<file path="src/rtl/face_seq_pkg.sv">
// face_seq_pkg: shared definitions for the face-recognition sequencer.
//  - state_t: sequencer states, IDLE through RESULT
//  - *_ITER_W: widths of the datapath iterator buses and the data word
//  - DEF_*: default sizing constants for the sequencer parameters
// DEF_TIMEOUT_CYC exists only when FACE_SEQ_TIMEOUT_EN is defined.
package face_seq_pkg;

  typedef enum logic [2:0] {
    S_IDLE,
    S_CLEAR,
    S_LD_MEAN,
    S_LD_EIG,
    S_LD_FACE,
    S_PROJ,
    S_MATCH,
    S_RESULT
  } state_t;

  localparam int DATA_W        = 32;
  localparam int PIXEL_ITER_W  = 16;
  localparam int EIGEN_ITER_W  = 4;
  localparam int WEIGHT_ITER_W = 9;
  localparam int SAMPLE_ITER_W = 9;

  localparam int DEF_NUM_PIXELS  = 161;
  localparam int DEF_COLS_SIZE   = 8;
  localparam int DEF_NUM_WEIGHTS = 400;
  localparam int DEF_NUM_SAMPLES = 400;

`ifdef FACE_SEQ_TIMEOUT_EN
  // Only the watchdog build has a MATCH cycle limit.
  localparam int DEF_TIMEOUT_CYC = 4096;
`endif

endpackage

</file>
<file path="src/rtl/face_seq_ctrl_nested_iter_cnt.sv">
// nested_iter_cnt: two-level counter. The inner index runs 0..INNER_MAX and
// the outer index advances once per inner wrap, wrapping after OUTER_MAX.
// Ports:
//  clk, rst     clock and synchronous active-high reset
//  clr          zero both indices (takes priority over step)
//  step         advance by one position
//  inner/outer  current indices
//  inner_last   inner index is at INNER_MAX
//  all_last     both indices at their maximum (final position)
module nested_iter_cnt
  import face_seq_pkg::*;
#(
  parameter int INNER_W   = PIXEL_ITER_W,
  parameter int OUTER_W   = EIGEN_ITER_W,
  parameter int INNER_MAX = DEF_NUM_PIXELS - 1,
  parameter int OUTER_MAX = DEF_COLS_SIZE - 1
) (
  input  logic               clk,
  input  logic               rst,
  input  logic               clr,
  input  logic               step,
  output logic [INNER_W-1:0] inner,
  output logic [OUTER_W-1:0] outer,
  output logic               inner_last,
  output logic               all_last
);

  localparam logic [INNER_W-1:0] INNER_END = INNER_W'(INNER_MAX);
  localparam logic [OUTER_W-1:0] OUTER_END = OUTER_W'(OUTER_MAX);

  assign inner_last = (inner == INNER_END);
  assign all_last   = inner_last && (outer == OUTER_END);

  // Neither index ever passes its bound: both wrap to 0 at the end of a sweep.
  always_ff @(posedge clk) begin
    if (rst || clr) begin
      inner <= '0;
      outer <= '0;
    end else if (step) begin
      if (inner_last) begin
        inner <= '0;
        outer <= (outer == OUTER_END) ? '0 : outer + 1'b1;
      end else begin
        inner <= inner + 1'b1;
      end
    end
  end

endmodule

</file>
<file path="src/rtl/face_seq_ctrl.sv">
// face_seq_ctrl: sequencer that drives the face-recognition datapath.
// It loads mean, eigenvector and face words from one valid/ready stream,
// runs projection, then runs match, and returns the result word.
// Ports:
//  clk, rst                  clock and synchronous active-high reset
//  start                     begin a run (looked at only while idle)
//  in_valid/in_ready/in_data word stream input
//  res_valid/res_ready       result handshake; res_data/res_err are held while valid
//  busy                      high whenever not idle
//  dp_*                      registered datapath data, enables, clears and iterators
//  dp_done, dp_result        datapath done flag and data_out
// Optional feature: define FACE_SEQ_TIMEOUT_EN to add a MATCH watchdog.
//  When it expires, the run finishes with res_err=1 and res_data=0.
module face_seq_ctrl
  import face_seq_pkg::*;
#(
  parameter int NUM_PIXELS  = DEF_NUM_PIXELS,
  parameter int COLS_SIZE   = DEF_COLS_SIZE,
  parameter int NUM_WEIGHTS = DEF_NUM_WEIGHTS,
  parameter int NUM_SAMPLES = DEF_NUM_SAMPLES
`ifdef FACE_SEQ_TIMEOUT_EN
  ,
  parameter int TIMEOUT_CYC = DEF_TIMEOUT_CYC
`endif
) (
  input  logic                     clk,
  input  logic                     rst,
  input  logic                     start,
  input  logic                     in_valid,
  output logic                     in_ready,
  input  logic [DATA_W-1:0]        in_data,
  output logic                     res_valid,
  input  logic                     res_ready,
  output logic [DATA_W-1:0]        res_data,
  output logic                     res_err,
  output logic                     busy,
  output logic [DATA_W-1:0]        dp_data,
  output logic                     dp_en_mean,
  output logic                     dp_en_face,
  output logic                     dp_en_p,
  output logic                     dp_en_r,
  output logic                     dp_en_out,
  output logic                     dp_clr_m,
  output logic                     dp_clr_f,
  output logic                     dp_clr_p,
  output logic                     dp_clr_r,
  output logic                     dp_clr_out,
  output logic [PIXEL_ITER_W-1:0]  dp_pixel_iter,
  output logic [EIGEN_ITER_W-1:0]  dp_eigen_iter,
  output logic [WEIGHT_ITER_W-1:0] dp_weight_iter,
  output logic [SAMPLE_ITER_W-1:0] dp_sample_iter,
  input  logic                     dp_done,
  input  logic [DATA_W-1:0]        dp_result
);

  localparam logic [SAMPLE_ITER_W-1:0] SAMPLE_END = SAMPLE_ITER_W'(NUM_SAMPLES - 1);
  localparam logic [WEIGHT_ITER_W-1:0] WEIGHT_END = WEIGHT_ITER_W'(NUM_WEIGHTS - 1);

  state_t state, state_nx;

  logic [PIXEL_ITER_W-1:0]  pix;
  logic [EIGEN_ITER_W-1:0]  col;
  logic                     inner_last, all_last;
  logic                     cnt_clr, cnt_step;
  logic [SAMPLE_ITER_W-1:0] sample_cnt;
  logic [WEIGHT_ITER_W-1:0] col_wide, weight_idx;
  logic                     clr_pulse;
  logic                     match_exit;

`ifdef FACE_SEQ_TIMEOUT_EN
  localparam int WD_W = $clog2(TIMEOUT_CYC) + 1;
  localparam logic [WD_W-1:0] WD_END = WD_W'(TIMEOUT_CYC - 1);
  logic [WD_W-1:0] wd_cnt;
  logic            match_err;
`endif

  // One pixel/column counter serves every phase. The mean and face loads use
  // only the inner index; the counter is cleared when they end so that the
  // next phase starts at (0,0).
  nested_iter_cnt #(
    .INNER_W  (PIXEL_ITER_W),
    .OUTER_W  (EIGEN_ITER_W),
    .INNER_MAX(NUM_PIXELS - 1),
    .OUTER_MAX(COLS_SIZE - 1)
  ) u_pix_col (
    .clk       (clk),
    .rst       (rst),
    .clr       (cnt_clr),
    .step      (cnt_step),
    .inner     (pix),
    .outer     (col),
    .inner_last(inner_last),
    .all_last  (all_last)
  );

  assign busy      = (state != S_IDLE);
  assign res_valid = (state == S_RESULT);
  assign clr_pulse = (state == S_IDLE) && start;
  assign col_wide  = WEIGHT_ITER_W'(col);
  assign weight_idx = (col_wide > WEIGHT_END) ? WEIGHT_END : col_wide;

  // State register.
  always_ff @(posedge clk) begin
    if (rst) state <= S_IDLE;
    else     state <= state_nx;
  end

  // Next state, stream ready and counter control. In the load states
  // in_ready is 1, so in_valid alone marks an accepted word.
  always_comb begin
    state_nx   = state;
    in_ready   = 1'b0;
    cnt_clr    = 1'b0;
    cnt_step   = 1'b0;
    match_exit = 1'b0;
`ifdef FACE_SEQ_TIMEOUT_EN
    match_err  = 1'b0;
`endif
    case (state)
      S_IDLE:    if (start) state_nx = S_CLEAR;
      S_CLEAR: begin
        cnt_clr  = 1'b1;
        state_nx = S_LD_MEAN;
      end
      S_LD_MEAN: begin
        in_ready = 1'b1;
        if (in_valid) begin
          cnt_step = 1'b1;
          if (inner_last) begin
            cnt_clr  = 1'b1;
            state_nx = S_LD_EIG;
          end
        end
      end
      S_LD_EIG: begin
        in_ready = 1'b1;
        if (in_valid) begin
          cnt_step = 1'b1;
          if (all_last) state_nx = S_LD_FACE;
        end
      end
      S_LD_FACE: begin
        in_ready = 1'b1;
        if (in_valid) begin
          cnt_step = 1'b1;
          if (inner_last) begin
            cnt_clr  = 1'b1;
            state_nx = S_PROJ;
          end
        end
      end
      S_PROJ: begin
        cnt_step = 1'b1;
        if (all_last) state_nx = S_MATCH;
      end
      S_MATCH: begin
        // If dp_done and watchdog expiry happen together, dp_done wins.
        if (dp_done) begin
          match_exit = 1'b1;
          state_nx   = S_RESULT;
        end
`ifdef FACE_SEQ_TIMEOUT_EN
        else if (wd_cnt == WD_END) begin
          match_exit = 1'b1;
          match_err  = 1'b1;
          state_nx   = S_RESULT;
        end
`endif
      end
      S_RESULT:  if (res_ready) state_nx = S_IDLE;
      default:   state_nx = S_IDLE;
    endcase
  end

  // Match sample index: starts at 0 for each run, then counts up to the
  // last sample and stays there.
  always_ff @(posedge clk) begin
    if (rst || state == S_CLEAR)
      sample_cnt <= '0;
    else if (state == S_MATCH && sample_cnt != SAMPLE_END)
      sample_cnt <= sample_cnt + 1'b1;
  end

`ifdef FACE_SEQ_TIMEOUT_EN
  // Watchdog: counts MATCH cycles in the current run.
  always_ff @(posedge clk) begin
    if (rst || state == S_CLEAR)  wd_cnt <= '0;
    else if (state == S_MATCH)    wd_cnt <= wd_cnt + 1'b1;
  end
`else
  assign res_err = 1'b0;
`endif

  // Registered datapath outputs. Enables and clears are one-cycle pulses.
  // Data and iterators change only with a pulse and otherwise hold.
  // The clears are registered from the start request, so they are high
  // during the CLEAR cycle.
  always_ff @(posedge clk) begin
    if (rst) begin
      dp_data        <= '0;
      dp_en_mean     <= 1'b0;
      dp_en_face     <= 1'b0;
      dp_en_p        <= 1'b0;
      dp_en_r        <= 1'b0;
      dp_en_out      <= 1'b0;
      dp_clr_m       <= 1'b0;
      dp_clr_f       <= 1'b0;
      dp_clr_p       <= 1'b0;
      dp_clr_r       <= 1'b0;
      dp_clr_out     <= 1'b0;
      dp_pixel_iter  <= '0;
      dp_eigen_iter  <= '0;
      dp_weight_iter <= '0;
      dp_sample_iter <= '0;
      res_data       <= '0;
`ifdef FACE_SEQ_TIMEOUT_EN
      res_err        <= 1'b0;
`endif
    end else begin
      dp_en_mean <= 1'b0;
      dp_en_face <= 1'b0;
      dp_en_p    <= 1'b0;
      dp_en_r    <= 1'b0;
      dp_en_out  <= 1'b0;
      dp_clr_m   <= clr_pulse;
      dp_clr_f   <= clr_pulse;
      dp_clr_p   <= clr_pulse;
      dp_clr_r   <= clr_pulse;
      dp_clr_out <= clr_pulse;
      case (state)
        S_LD_MEAN: if (in_valid) begin
          dp_data       <= in_data;
          dp_en_mean    <= 1'b1;
          dp_pixel_iter <= pix;
        end
        S_LD_EIG: if (in_valid) begin
          dp_data       <= in_data;
          dp_en_p       <= 1'b1;
          dp_pixel_iter <= pix;
          dp_eigen_iter <= col;
        end
        S_LD_FACE: if (in_valid) begin
          dp_data       <= in_data;
          dp_en_face    <= 1'b1;
          dp_pixel_iter <= pix;
        end
        S_PROJ: begin
          dp_en_r        <= 1'b1;
          dp_pixel_iter  <= pix;
          dp_weight_iter <= weight_idx;
        end
        S_MATCH: begin
          dp_en_out      <= 1'b1;
          dp_sample_iter <= sample_cnt;
          if (match_exit) begin
`ifdef FACE_SEQ_TIMEOUT_EN
            res_data <= match_err ? '0 : dp_result;
            res_err  <= match_err;
`else
            res_data <= dp_result;
`endif
          end
        end
        default: ;
      endcase
    end
  end

endmodule

</file>
<file path="config.mk">
export PLATFORM = sky130hd
export DESIGN_NAME = face_seq_ctrl
export DESIGN_NICKNAME = d
export VERILOG_FILES = /design/src/rtl/face_seq_pkg.sv /design/src/rtl/face_seq_ctrl_nested_iter_cnt.sv /design/src/rtl/face_seq_ctrl.sv
export SDC_FILE = /design/constraint.sdc
export NUM_CORES = 1
export LEC_CHECK = 0
export CAP_MARGIN = 0
export CORE_MARGIN = 2
export CORE_UTILIZATION = 49
export DETAILED_ROUTE_END_ITERATION = 8
export GPL_ROUTABILITY_DRIVEN = 0
export GPL_TIMING_DRIVEN = 0
export MAX_ROUTING_LAYER = met4
export PLACE_DENSITY = 0.86
export SLEW_MARGIN = 20
export SYNTH_ARGS = -nofsm -noshare
export SYNTH_HDL_FRONTEND = slang
export SYNTH_SLANG_ARGS = --single-unit
</file>
<file path="constraint.sdc">
create_clock -name clk -period 3.3 [get_ports clk]
set_clock_uncertainty 0.1 [all_clocks]
set_input_delay 0.99 -clock clk [delete_from_list [all_inputs] [get_ports clk]]
set_output_delay 0.99 -clock clk [all_outputs]
set_load 0.02 [all_outputs]
</file>
==> impl_metrics.prom <==
# TYPE chip_impl_metric gauge
chip_impl_metric{name="adder_cell_area_share_of_the_yosys_netlist",unit="%"} 0.932
chip_impl_metric{name="fin_setup_tns",unit="ps"} 0
chip_impl_metric{name="power-per-cell-area",unit="nW/um^2"} 538
chip_impl_metric{name="synth-warning-count",unit=""} 0
chip_impl_info{name="cts-root-buf",value="clkbuf_8"} 1
chip_impl_metric{name="vias",unit=""} 5274
chip_impl_metric{name="cp_data_required_time",unit="ps"} 2210
chip_impl_metric{name="grt_pass1_wl",unit="um"} 24300
chip_impl_metric{name="asyncSetResetFlopFracSynth",unit="%"} 0
chip_impl_metric{name="cts_hold_buffers",unit=""} 0
chip_impl_metric{name="post-cts-setup-buffer-count",unit=""} 0
chip_impl_metric{name="clock_latency",unit="ps"} 520
chip_impl_metric{name="pre_cts_ws",unit="ps"} 499
chip_impl_metric{name="worst_slew_slack_as_a_fraction_of_its_limit",unit="%"} 63.0
chip_impl_metric{name="finish.cell_count_without_fillers",unit=""} 1006
chip_impl_metric{name="post_route_cells_drive_above_1_share",unit="%"} 9.12
chip_impl_info{name="r2r-start",value="u_pix_col.inner[1]"} 1
chip_impl_info{name="synth_top_family_by_area",value="simple AND/OR/NAND/NOR gates"} 1
chip_impl_metric{name="post_drt_via_cell_ratio",unit=""} 5.24
chip_impl_info{name="leading_cell_type_in_the_layout_fill_and_taps_excluded",value="nand2_1"} 1
chip_impl_metric{name="routedWlPerCell",unit="um"} 15.4
chip_impl_metric{name="clock-sinks",unit=""} 135
chip_impl_metric{name="floorplan.die.height",unit="um"} 109
chip_impl_metric{name="die_x",unit="um"} 109
chip_impl_info{name="layout.cells.most_common_list",value="nand2_1, clkdlybuf4s50_1, dfxtp_1"} 1
chip_impl_metric{name="critical-path-max-stage-delay",unit="ps"} 630
chip_impl_info{name="critical_path.cell_chain",value="buf_2, and3_1, clkdlybuf4s50_1"} 1
chip_impl_metric{name="max_slew.worst_pin.slew",unit="ps"} 555
chip_impl_metric{name="power.leakage",unit="nW"} 2.85
chip_impl_info{name="cts_tree",value="done"} 1
chip_impl_metric{name="remaining_overflow_grt",unit=""} 0
chip_impl_metric{name="post-place-cells",unit=""} 975
chip_impl_metric{name="p_r_area_growth_vs_syn",unit="%"} 48.6
chip_impl_info{name="holdCritStartpoint",value="dp_data[4]"} 1
chip_impl_metric{name="peakVddDrop",unit="V"} 0.000354
chip_impl_metric{name="worst_ep_arrival_time",unit="ps"} 2010
chip_impl_metric{name="clock_buffer_count_from_cts",unit=""} 17
chip_impl_metric{name="synth_compound_area_share",unit="%"} 12.0
chip_impl_metric{name="worst-r2r-cell-count",unit=""} 7
chip_impl_metric{name="number_of_enable_type_register_cells_in_the_synthesized_netlist",unit=""} 0
chip_impl_metric{name="antenna_found_initial",unit=""} 0
chip_impl_info{name="worst_hold_path_type",value="reg -> reg"} 1
chip_impl_metric{name="initial_util",unit="%"} 50.0
chip_impl_metric{name="number_of_global_route_vias_before_repair",unit=""} 5166
chip_impl_metric{name="setup_viol_count_final",unit=""} 0
chip_impl_metric{name="routed_wirelength",unit="um"} 15500
chip_impl_metric{name="seq_area_frac_synth",unit="%"} 50.3
chip_impl_metric{name="nets",unit=""} 927
chip_impl_metric{name="total_of_buffers_placed_on_input_and_output_ports",unit=""} 177
chip_impl_metric{name="ys_seq_elements",unit=""} 135
chip_impl_metric{name="finalHoldWorstSlack",unit="ps"} 351
chip_impl_metric{name="final_critical_path_setup_slack",unit="ps"} 198
chip_impl_metric{name="pin_count",unit=""} 186
chip_impl_metric{name="syn_area",unit="sq um"} 5370
chip_impl_info{name="outcome",value="completed"} 1
chip_impl_metric{name="min_period",unit="ps"} 3100
chip_impl_metric{name="drcViolationCount",unit=""} 0
chip_impl_metric{name="cts-root-to-sink-buffers",unit=""} 2
chip_impl_metric{name="largest_net_degree_at_the_start_of_global_routing",unit=""} 20
chip_impl_metric{name="fmax",unit="GHz"} 0.322
chip_impl_metric{name="holdPathStages",unit=""} 2
chip_impl_metric{name="critical_path_peak_fanout",unit=""} 10
chip_impl_metric{name="cts_resized",unit=""} 0
chip_impl_metric{name="dp_hpwl",unit="um"} 10900
chip_impl_metric{name="synthCells",unit=""} 653
chip_impl_metric{name="core.rowCount",unit=""} 38
chip_impl_metric{name="cts_max_level",unit=""} 4
chip_impl_metric{name="grt_util_all_layers",unit="%"} 27.0
chip_impl_metric{name="floorplan.core_area",unit="sq um"} 10700
chip_impl_metric{name="initialDrtViolationCount",unit=""} 451
chip_impl_info{name="worst_setup_path_startpoint",value="state[1]"} 1
chip_impl_metric{name="max_cap_violations",unit=""} 0
chip_impl_info{name="worst_path_max_delay_cell",value="clkdlybuf4s50_1"} 1
chip_impl_info{name="grt_setup_unrepaired",value="false"} 1
chip_impl_metric{name="final_max_slew_viol_count",unit=""} 0
chip_impl_metric{name="clk_pin_slew_worst_paths",unit="ps"} 50
chip_impl_metric{name="synth_xor_xnor_area_share",unit="%"} 3.59
chip_impl_info{name="capturing_element_type_of_the_critical_path",value="output port"} 1
chip_impl_info{name="synth_top_flop_cell",value="dfxtp_1"} 1
chip_impl_metric{name="synth_mux_area_share",unit="%"} 1.33
chip_impl_info{name="worstSetupStartpointType",value="flip-flop"} 1
chip_impl_metric{name="ant_nets",unit=""} 0
chip_impl_metric{name="yosysUniqueCellTypes",unit=""} 50
chip_impl_info{name="timing_worst_setup_path_type",value="reg -> out"} 1
chip_impl_metric{name="final-hold-violation-count",unit=""} 0
chip_impl_metric{name="die-area",unit="sq um"} 11800
chip_impl_metric{name="drt_first_pass_iters",unit=""} 7
chip_impl_metric{name="synthSimpleGateAreaFrac",unit="%"} 25.8
chip_impl_metric{name="syn_area_cell",unit="sq um"} 8.22
chip_impl_metric{name="design_power_total",unit="mW"} 4.29
chip_impl_metric{name="period_share",unit="%"} 94.0
chip_impl_metric{name="antennaDiodeCount",unit=""} 0
chip_impl_metric{name="num-fill-cells",unit=""} 705
-- metrics by stage --
| step | utilization (%) | area [sq um] |
|---|---|---|
| 2_1_floorplan | - | 5390 |
| 3_3_place_gp | 68.3 | 7340 |
| 3_5_place_dp | 68.3 | 7340 |
| 4_1_cts | 74.2 | 7980 |
| 5_1_grt | 74.3 | 7980 |
| 6_report | 74.3 | 7980 |
-- cells by family after synthesis --
family,Yosys count
AO/OA/AOI/OAI,117
XOR/XNOR,22
adder cells (fa/ha/maj),4
buffers and inverters,58
flip-flops,135
multiplexers,7
other,1
AND/OR/NAND/NOR,309
-- per-layer routing --
metal  wire (um)  global-route usage, %  vias up  part of all wire, %
li1            -                      -     2547                    -
met1        6070                   28.8     2461                   39
met2        7670                   45.3      209                   49
met3        1040                   8.01       57                  6.7
met4         732                   14.1        0                  4.7
met5           0                      -        -                    0
-- worst max-delay path: cells and delay by family, from the launching register on --
| family | cells | cell delay, ps |
|---|---|---|
| AND/OR/NAND/NOR | 1 | 180 |
| buffers and inverters | 2 | 890 |
| flip-flops | 1 | 440 |
-- path summary, 6_finish.rpt --
path	endpoint	slack, ps
worst max-delay path	res_valid	200
worst min-delay path	dp_data[4]	350
worst max register to register	state[0]	1270
worst min register to register	dp_data[4]	350
-- Yosys cell counts, drive strengths merged (3+ instances only) --
cell / count / area [sq um]
buf: 31 / 216
ha: 4 / 50.1
and4: 5 / 46.3
nand4: 11 / 81.3
nor4: 5 / 37.5
nand2b: 4 / 32.5
xnor2: 10 / 87.6
and3: 4 / 25.0
nand3: 17 / 85.1
xor2: 12 / 105
mux2i: 6 / 60.1
o21ai: 4 / 23.8
nand2: 201 / 754
nor2: 42 / 163
dfxtp: 135 / 2700
and2: 3 / 18.8
nor3: 7 / 45.0
clkbuf: 21 / 78.8
a21oi: 103 / 527
inv: 6 / 22.5
-- where the power goes --
group | switching [mW] | leakage, nW | internal [mW]
clock network | 0.686 | 0.315 | 1.34
registers | 0.0312 | 1.09 | 1.67
logic | 0.303 | 1.45 | 0.258
-- state kept, by name, indices dropped and copies added, names as in the netlist, 3 cells and up --
signal and count:
res_data 32, dp_sample_iter 9, dp_eigen_iter 4, dp_data 32
state 3, sample_cnt 9, u_pix_col.inner 16, dp_weight_iter 4
dp_pixel_iter 16, u_pix_col.outer 4
-- cell type report --
class / count / area, sq um / area share (%)
inverter: 6 / 22.5 / 0.282
tap: 140 / 175 / 2.20
timing repair buffer: 177 / 1770 / 22.2
buffer: 51 / 292 / 3.65
clock inverter: 12 / 199 / 2.49
sequential: 135 / 2700 / 33.9
multi-input combinational: 465 / 2370 / 29.7
clock buffer: 20 / 445 / 5.58
No activity file was read; power rests on OpenSTA's default activity.
